[src/rtl/cr_cp0_pkg.sv]
// Shared CP0 cache-maintenance definitions: sequencer state encoding and defaults.
// Latency: n/a (types and constants only).
// Backpressure: n/a.
package cr_cp0_pkg;

    localparam int CR_LINE_NUM_DEF = 64;
    localparam int CR_ADDR_W_DEF   = 32;

    // 3-bit state codes, kept as plain localparams so other sequencers can share them
    localparam logic [2:0] ST_IDLE  = 3'd0;
    localparam logic [2:0] ST_WALK  = 3'd1;
    localparam logic [2:0] ST_PA    = 3'd2;
    localparam logic [2:0] ST_ABORT = 3'd3;
    localparam logic [2:0] ST_DONE  = 3'd4;

    typedef enum logic [2:0] {
        S_IDLE  = ST_IDLE,
        S_WALK  = ST_WALK,
        S_PA    = ST_PA,
        S_ABORT = ST_ABORT,
        S_DONE  = ST_DONE
    } inv_state_e;

    // States in which a request is being presented to the cache
    function automatic logic inv_state_busy(input inv_state_e s);
        return (s == S_WALK) || (s == S_PA) || (s == S_ABORT);
    endfunction

endpackage

[src/rtl/cr_cp0_icache_inv_if.sv]
// IU <-> CP0 <-> I-cache invalidation signal bundle.
// Latency: n/a (wires only).
// Backpressure: cache side stalls the sequencer by withholding ack.
interface cr_cp0_icache_inv_if
    import cr_cp0_pkg::*;
#(
    parameter int IDX_W  = 6,
    parameter int ADDR_W = CR_ADDR_W_DEF
);
    // IU side
    logic              iu_cp0_inv_all_req;
    logic              iu_cp0_inv_pa_req;
    logic [ADDR_W-1:0] iu_cp0_inv_pa;
    logic              cp0_iu_cache_inv_done;
    // I-cache side
    logic              cp0_icache_inv_req;
    logic              cp0_icache_inv_pa_mode;
    logic [IDX_W-1:0]  cp0_icache_inv_idx;
    logic [ADDR_W-1:0] cp0_icache_inv_addr;
    logic              icache_cp0_inv_ack;

    // Environment view: drives IU requests and cache ack
    modport master (
        output iu_cp0_inv_all_req,
        output iu_cp0_inv_pa_req,
        output iu_cp0_inv_pa,
        output icache_cp0_inv_ack,
        input  cp0_iu_cache_inv_done,
        input  cp0_icache_inv_req,
        input  cp0_icache_inv_pa_mode,
        input  cp0_icache_inv_idx,
        input  cp0_icache_inv_addr
    );

    // Sequencer view
    modport slave (
        input  iu_cp0_inv_all_req,
        input  iu_cp0_inv_pa_req,
        input  iu_cp0_inv_pa,
        input  icache_cp0_inv_ack,
        output cp0_iu_cache_inv_done,
        output cp0_icache_inv_req,
        output cp0_icache_inv_pa_mode,
        output cp0_icache_inv_idx,
        output cp0_icache_inv_addr
    );
endinterface

[src/rtl/cr_cp0_inv_idx_cnt.sv]
// Cache-index walk counter with clear, increment and terminal-count flag.
// Latency: count updates one cycle after clr/inc; tc is combinational from the count.
// Backpressure: none; the owner only pulses inc on an accepted request.
module cr_cp0_inv_idx_cnt #(
    parameter int LINE_NUM = 64,
    parameter int IDX_W    = $clog2(LINE_NUM)
) (
    input  logic             clk,
    input  logic             rst,
    input  logic             clr,
    input  logic             inc,
    output logic [IDX_W-1:0] cnt,
    output logic             tc
);
    localparam logic [IDX_W-1:0] CNT_LAST = IDX_W'(LINE_NUM - 1);

    // Clear has priority; the owner stops incrementing at tc so the count never wraps
    always_ff @(posedge clk) begin
        if (rst || clr) begin
            cnt <= '0;
        end else if (inc) begin
            cnt <= cnt + IDX_W'(1);
        end
    end

    assign tc = (cnt == CNT_LAST);

endmodule

[src/rtl/cr_cp0_icache_inv.sv]
// I-cache invalidation sequencer: invalidate-all index walk or single invalidate-by-PA.
// Latency: request seen -> cache req next cycle; done one cycle after the final ack.
// Backpressure: req/idx/addr held until ack; done held until the IU drops its request.
module cr_cp0_icache_inv
    import cr_cp0_pkg::*;
#(
    parameter int LINE_NUM = CR_LINE_NUM_DEF,
    parameter int IDX_W    = $clog2(LINE_NUM),
    parameter int ADDR_W   = CR_ADDR_W_DEF
) (
    input  logic             forever_cpuclk,
    input  logic             cpurst,
    cr_cp0_icache_inv_if.slave bus
);
    inv_state_e        state_q;
    inv_state_e        state_nxt;
    logic              addr_ld;
    logic              cnt_clr;
    logic              cnt_inc;
    logic [IDX_W-1:0]  cnt;
    logic              cnt_tc;
    logic              inv_req_q;
    logic              pa_mode_q;
    logic              done_q;
    logic [ADDR_W-1:0] addr_q;

    logic all_req;
    logic pa_req;
    logic ack;

    assign all_req = bus.iu_cp0_inv_all_req;
    assign pa_req  = bus.iu_cp0_inv_pa_req;
    assign ack     = bus.icache_cp0_inv_ack;

    cr_cp0_inv_idx_cnt #(
        .LINE_NUM (LINE_NUM),
        .IDX_W    (IDX_W)
    ) u_idx_cnt (
        .clk (forever_cpuclk),
        .rst (cpurst),
        .clr (cnt_clr),
        .inc (cnt_inc),
        .cnt (cnt),
        .tc  (cnt_tc)
    );

    // Next-state: start, walk/accept, squash handling and done release
    always_comb begin
        state_nxt = state_q;
        addr_ld   = 1'b0;
        cnt_inc   = 1'b0;
        unique case (state_q)
            S_IDLE: begin
                if (all_req) begin
                    state_nxt = S_WALK;
                end else if (pa_req) begin
                    state_nxt = S_PA;
                    addr_ld   = 1'b1;
                end
            end
            S_WALK: begin
                if (!all_req) begin
                    // Squash: an in-flight request cannot be retracted, finish it silently
                    state_nxt = ack ? S_IDLE : S_ABORT;
                end else if (ack) begin
                    if (cnt_tc) begin
                        state_nxt = S_DONE;
                    end else begin
                        cnt_inc = 1'b1;
                    end
                end
            end
            S_PA: begin
                if (!pa_req) begin
                    state_nxt = ack ? S_IDLE : S_ABORT;
                end else if (ack) begin
                    state_nxt = S_DONE;
                end
            end
            S_ABORT: begin
                if (ack) begin
                    state_nxt = S_IDLE;
                end
            end
            S_DONE: begin
                // A request level change here is not a new instruction; wait for both low
                if (!all_req && !pa_req) begin
                    state_nxt = S_IDLE;
                end
            end
            default: begin
                state_nxt = S_IDLE;
            end
        endcase
        // Keep the index only while a walk (or its abort) is outstanding so idx reads 0 otherwise
        cnt_clr = !((state_nxt == S_WALK) || (state_nxt == S_ABORT));
    end

    // State and registered outputs, all derived from the next state
    always_ff @(posedge forever_cpuclk) begin
        if (cpurst) begin
            state_q   <= S_IDLE;
            inv_req_q <= 1'b0;
            pa_mode_q <= 1'b0;
            done_q    <= 1'b0;
            addr_q    <= '0;
        end else begin
            state_q   <= state_nxt;
            inv_req_q <= inv_state_busy(state_nxt);
            done_q    <= (state_nxt == S_DONE);
            pa_mode_q <= (state_nxt == S_PA) || ((state_nxt == S_ABORT) && pa_mode_q);
            if (addr_ld) begin
                addr_q <= bus.iu_cp0_inv_pa;
            end else if (!((state_nxt == S_PA) || (state_nxt == S_ABORT))) begin
                addr_q <= '0;
            end
        end
    end

    assign bus.cp0_iu_cache_inv_done  = done_q;
    assign bus.cp0_icache_inv_req     = inv_req_q;
    assign bus.cp0_icache_inv_pa_mode = pa_mode_q;
    assign bus.cp0_icache_inv_idx     = cnt;
    assign bus.cp0_icache_inv_addr    = addr_q;

endmodule
[src/flat_wrapper.sv]
// flat-port wrapper written by rule: the top's interface ports become plain ports
module cr_cp0_icache_inv_flat import cr_cp0_pkg::*;
#(
    parameter int LINE_NUM = CR_LINE_NUM_DEF,
    parameter int IDX_W    = $clog2(LINE_NUM),
    parameter int ADDR_W   = CR_ADDR_W_DEF
)
  (forever_cpuclk, cpurst, bus_iu_cp0_inv_all_req, bus_iu_cp0_inv_pa_req, bus_iu_cp0_inv_pa, bus_icache_cp0_inv_ack, bus_cp0_iu_cache_inv_done, bus_cp0_icache_inv_req, bus_cp0_icache_inv_pa_mode, bus_cp0_icache_inv_idx, bus_cp0_icache_inv_addr);
  cr_cp0_icache_inv_if #(.IDX_W(IDX_W), .ADDR_W(ADDR_W)) bus_i ();
  input  logic forever_cpuclk;
  input  logic cpurst;
  input wire logic [$bits(bus_i.iu_cp0_inv_all_req)-1:0] bus_iu_cp0_inv_all_req;
  input wire logic [$bits(bus_i.iu_cp0_inv_pa_req)-1:0] bus_iu_cp0_inv_pa_req;
  input wire logic [$bits(bus_i.iu_cp0_inv_pa)-1:0] bus_iu_cp0_inv_pa;
  input wire logic [$bits(bus_i.icache_cp0_inv_ack)-1:0] bus_icache_cp0_inv_ack;
  output wire logic [$bits(bus_i.cp0_iu_cache_inv_done)-1:0] bus_cp0_iu_cache_inv_done;
  output wire logic [$bits(bus_i.cp0_icache_inv_req)-1:0] bus_cp0_icache_inv_req;
  output wire logic [$bits(bus_i.cp0_icache_inv_pa_mode)-1:0] bus_cp0_icache_inv_pa_mode;
  output wire logic [$bits(bus_i.cp0_icache_inv_idx)-1:0] bus_cp0_icache_inv_idx;
  output wire logic [$bits(bus_i.cp0_icache_inv_addr)-1:0] bus_cp0_icache_inv_addr;
  assign bus_i.iu_cp0_inv_all_req = bus_iu_cp0_inv_all_req;
  assign bus_i.iu_cp0_inv_pa_req = bus_iu_cp0_inv_pa_req;
  assign bus_i.iu_cp0_inv_pa = bus_iu_cp0_inv_pa;
  assign bus_i.icache_cp0_inv_ack = bus_icache_cp0_inv_ack;
  assign bus_cp0_iu_cache_inv_done = bus_i.cp0_iu_cache_inv_done;
  assign bus_cp0_icache_inv_req = bus_i.cp0_icache_inv_req;
  assign bus_cp0_icache_inv_pa_mode = bus_i.cp0_icache_inv_pa_mode;
  assign bus_cp0_icache_inv_idx = bus_i.cp0_icache_inv_idx;
  assign bus_cp0_icache_inv_addr = bus_i.cp0_icache_inv_addr;
  cr_cp0_icache_inv #(.LINE_NUM(LINE_NUM), .IDX_W(IDX_W), .ADDR_W(ADDR_W)) u_core (.forever_cpuclk(forever_cpuclk), .cpurst(cpurst), .bus(bus_i));
endmodule
[config.mk]
export PLATFORM = sky130hd
export DESIGN_NAME = cr_cp0_icache_inv_flat
export DESIGN_NICKNAME = d
export VERILOG_FILES = /design/src/rtl/cr_cp0_pkg.sv /design/src/rtl/cr_cp0_icache_inv_if.sv /design/src/rtl/cr_cp0_inv_idx_cnt.sv /design/src/rtl/cr_cp0_icache_inv.sv /design/src/flat_wrapper.sv
export SDC_FILE = /design/constraint.sdc
export NUM_CORES = 1
export LEC_CHECK = 0
export BUFFER_PORTS_ARGS = -buffer_cell sky130_fd_sc_hd__buf_2
export CAP_MARGIN = 20
export CORE_MARGIN = 2
export CORE_UTILIZATION = 49
export CTS_CLUSTER_DIAMETER = 120
export DETAILED_ROUTE_END_ITERATION = 8
export PLACE_DENSITY = 0.82
export SLEW_MARGIN = 30
export SYNTH_ARGS = -nofsm -noshare
export SYNTH_HDL_FRONTEND = slang
export SYNTH_SLANG_ARGS = --single-unit
[constraint.sdc]
create_clock -name forever_cpuclk -period 2.25 [get_ports forever_cpuclk]
set_input_delay 0.225 -clock forever_cpuclk [delete_from_list [all_inputs] [get_ports forever_cpuclk]]
set_output_delay 0.225 -clock forever_cpuclk [all_outputs]
set_load 0.02 [all_outputs]
==> summary.md <==
| Metric | Value |
|---|---|
| Net Sw Power | `0.3871 mW` |
| Final Wtd Congestion | `0.7620` |
| Dpl cells | `286` |
| Pleak | `1.005 nW` |
| R2r endpoint | `u_core.bus.cp0_icache_inv_addr[21]` |
| Max Root-Sink Buffers | `2` |
| PostCTS Resize Cnt | `0` |
| Commonest non-fill, non-tap cell in the layout | `buf_2` |
| First-pass GRT wire length | `5112 µm` |
| Clk root buf | `clkbuf_4` |
| Setup ws final | `0.5856 ns` |
| Final Util | `0.6480` |
| Ys Warns | `0` |
| CTS tree | `yes` |
| Critical Path Sink Type | `flip-flop` |
| MaxCap Viol Count | `0` |
| Grt ovf | `0` |
| CP arrival | `1.94 ns` |
| Final non-filler cell total | `294` |
| Slew margin rel. | `0.7835` |
| Share of cells above drive strength 1 | `0.3710` |
| Worst Tran Pin Value | `0.3247 ns` |
| FF+latch count, synth | `44` |
| Worst min-delay path category | `in2reg` |
| Pre-CTS setup slack | `0.6279 ns` |
| Clock transition at path regs | `0.14 ns` |
| Worst Setup Start Kind | `flip-flop` |
| Top cell type's share of synthesized area | `0.5362` |
| GRT Util Overall | `0.1780` |
| Hold_sp | `bus_iu_cp0_inv_pa[7]` |
| Seq/Total Area, Yosys | `0.5362` |
| Row cnt | `21` |
| Die X | `61.90 µm` |
| Clk network pwr share | `0.258` |
| Post-Syn Area | `0.001643 mm²` |
| Filler Cell Count | `279` |
| Drt pass-1 iters | `4` |
| R2r setup slk | `0.59 ns` |
| # clock sinks | `44` |
| Status | `complete, no violations` |
| Final-stage net count | `285` |
| CP Class | `reg2reg` |
| Antenna diode count | `0` |
| Core box area | `0.003284 mm²` |
| Initial DRC count | `119` |
| Synth-to-layout area growth | `29.55%` |
| Largest net degree at the start of global routing | `33` |
| DRC Markers | `0` |
| Initial Utilization | `0.5002` |
| Multi-input gate area | `705.7 µm²` |
| Ports | `78` |
| I/O Buffers | `77` |
| Initial antenna violation count | `0` |
| Vias in the first global route | `1213` |
| WP data required | `2.53 ns` |
| Die Y | `61.90 µm` |
| Power Density | `658.3 mW/mm²` |
| Int Power | `1.014 mW` |
| Setup crit start | `u_core.state_q[1]` |
| Detail-routed via count per cell | `5.214` |
| Min cycle time layout | `1.664 ns` |
| CP Capture Point | `u_core.bus.cp0_icache_inv_addr[21]` |
| Detailed placement HPWL | `2586 µm` |
| Reg2reg path depth | `5` |
| Slew Viols, Final | `0` |
| Total number of H-tree levels | `2` |
| Worst clock skew | `0.01677 ns` |
| Routed WL | `3565 µm` |
| Cells after Synth | `170` |
| CP Max Fanout | `22` |
| Die area | `0.003832 mm²` |
| Clock latency on the worst-skew pair | `0.34 ns` |
| Sequential cell area | `880.8 µm²` |
| Synth cell types | `31` |
| Routed len/inst | `12.13 µm` |
| Area leader, netlist | `dfxtp_1` |
| Reg power frac | `0.590` |
| Gate power share | `0.152` |
| Switching share of power | `0.2763` |
| Reg2Reg Launch Point | `u_core.state_q[1]` |
| # hold bufs at CTS | `0` |
| Post-CTS Setup Bufs | `0` |
| RSZ-0062 raised after global routing | `no` |
| Mean post-synth cell area | `9.664 µm²` |
| Post-route ant nets | `0` |
| CTS Buf Count | `5` |
| Syn nets | `208` |
| Worst VDD drop | `0.4531 mV` |
| Final Cycle Share | `0.7397` |
| Final setup viols | `0` |
| Most frequent cells in the layout | `buf_2, dfxtp_1, nor2_1` |
| Total negative slack | `0 ns` |
| Total vias in the final route | `1533` |
| FMAX | `600.8 MHz` |
| Final Hold Vio Count | `0` |
| Ranking of synthesized cells by area | `dfxtp_1, a22oi_1, nor2_1` |
| Power, Total | `1.401 mW` |
==> per-layer routing <==
metal / GRT usage / routed length (µm) / part of all wire / up-vias
met5: 0 / 0 / 0 / -
met3: 0.04348 / 200 / 0.056 / 4
met1: 0.2118 / 1585 / 0.44 / 709
met4: 0.05471 / 15 / 0.0042 / 0
met2: 0.3158 / 1764 / 0.49 / 50
li1: - / - / - / 770
==> worst min path at each step <==
stage	endpoint	slack, ns	depth (start not counted)
finish	u_core.bus.cp0_icache_inv_addr[7]	0.11	3
global route	u_core.bus.cp0_icache_inv_addr[17]	0.09	3
CTS	u_core.bus.cp0_icache_inv_addr[2]	0.10	3
detailed placement	u_core.bus.cp0_icache_inv_addr[29]	0.47	3
global placement	u_core.bus.cp0_icache_inv_addr[12]	0.46	3
floorplan	u_core.bus.cp0_icache_inv_addr[0]	0.37	2
==> power by group through the flow <==
stage | combinational, mW | sequential [mW] | clock (mW)
finish | 0.213 | 0.826 | 0.362
CTS | 0.215 | 0.826 | 0.380
floorplan | 0.102 | 0.873 | 0
global placement | 0.213 | 0.843 | 0
detailed placement | 0.213 | 0.843 | 0
global route | 0.235 | 0.831 | 0.416
==> synthesized netlist by cell type <==
cell type  count
a211o_1        1
a21oi_1        3
a22oi_1       32
a311o_1        1
a31oi_1        1
and3_1         1
and4bb_4       1
buf_1          1
buf_4          3
clkbuf_1       6
dfxtp_1       44
ha_1           1
inv_1          2
mux2i_1        1
nand2_1        5
nand3_1        2
nand3b_1       2
nor2_1        39
nor2_4         1
nor2b_1        3
nor4_1         2
o2111ai_1      2
o211ai_4       1
o21a_1         1
o21ai_0        5
o21bai_1       2
o31ai_1        1
or3_1          1
or4_1          1
or4b_4         1
xor2_1         3
==> cells by family (layout without fill, tap and decap cells) <==
kind of cell | Yosys count | count (layout) | share of synthesized area
and+or+nand+nor | 59 | 59 | 0.1721
AOI/OAI and AO/OA | 50 | 50 | 0.2277
DFF | 44 | 44 | 0.5362
buffers and inverters | 12 | 90 | 0.03427
xor gates and xnor gates | 3 | 3 | 0.01600
adders and majority gates | 1 | 1 | 0.007615
muxes | 1 | 1 | 0.006093
==> cell type report <==
cell class | instances | area share
sequential | 44 | 0.4139
multi-input combinational | 114 | 0.3316
timing repair buffer | 80 | 0.1975
tap | 46 | 0.02704
clock buffer | 5 | 0.01764
clock inverter | 3 | 0.008818
inverter | 2 | 0.003527
==> metrics by stage <==
step           area, µm²  hold WS, ns
3_3_place_gp        2072       0.4613
6_report            2128       0.1135
3_5_place_dp        2072       0.4689
5_1_grt             2128      0.08581
2_1_floorplan       1643       0.3733
4_1_cts             2128       0.1049
==> sequential cells by signal, summed over array words and instances (netlist names) <==
register,flops
u_core.bus.cp0_icache_inv_addr,32
u_core.u_idx_cnt.cnt,6
u_core.state_q,3
u_core.bus.cp0_icache_inv_pa_mode,1
u_core.bus.cp0_icache_inv_req,1
u_core.bus.cp0_iu_cache_inv_done,1
==> critical path, cell delays in order, from the launching register on <==
cell	delay, ns
dfxtp_1	0.38
or4b_4	0.57
nor2_4	0.27
buf_12	0.20
a22oi_1	0.08
nor2_1	0.10
Power figures use the tool's default switching activity.
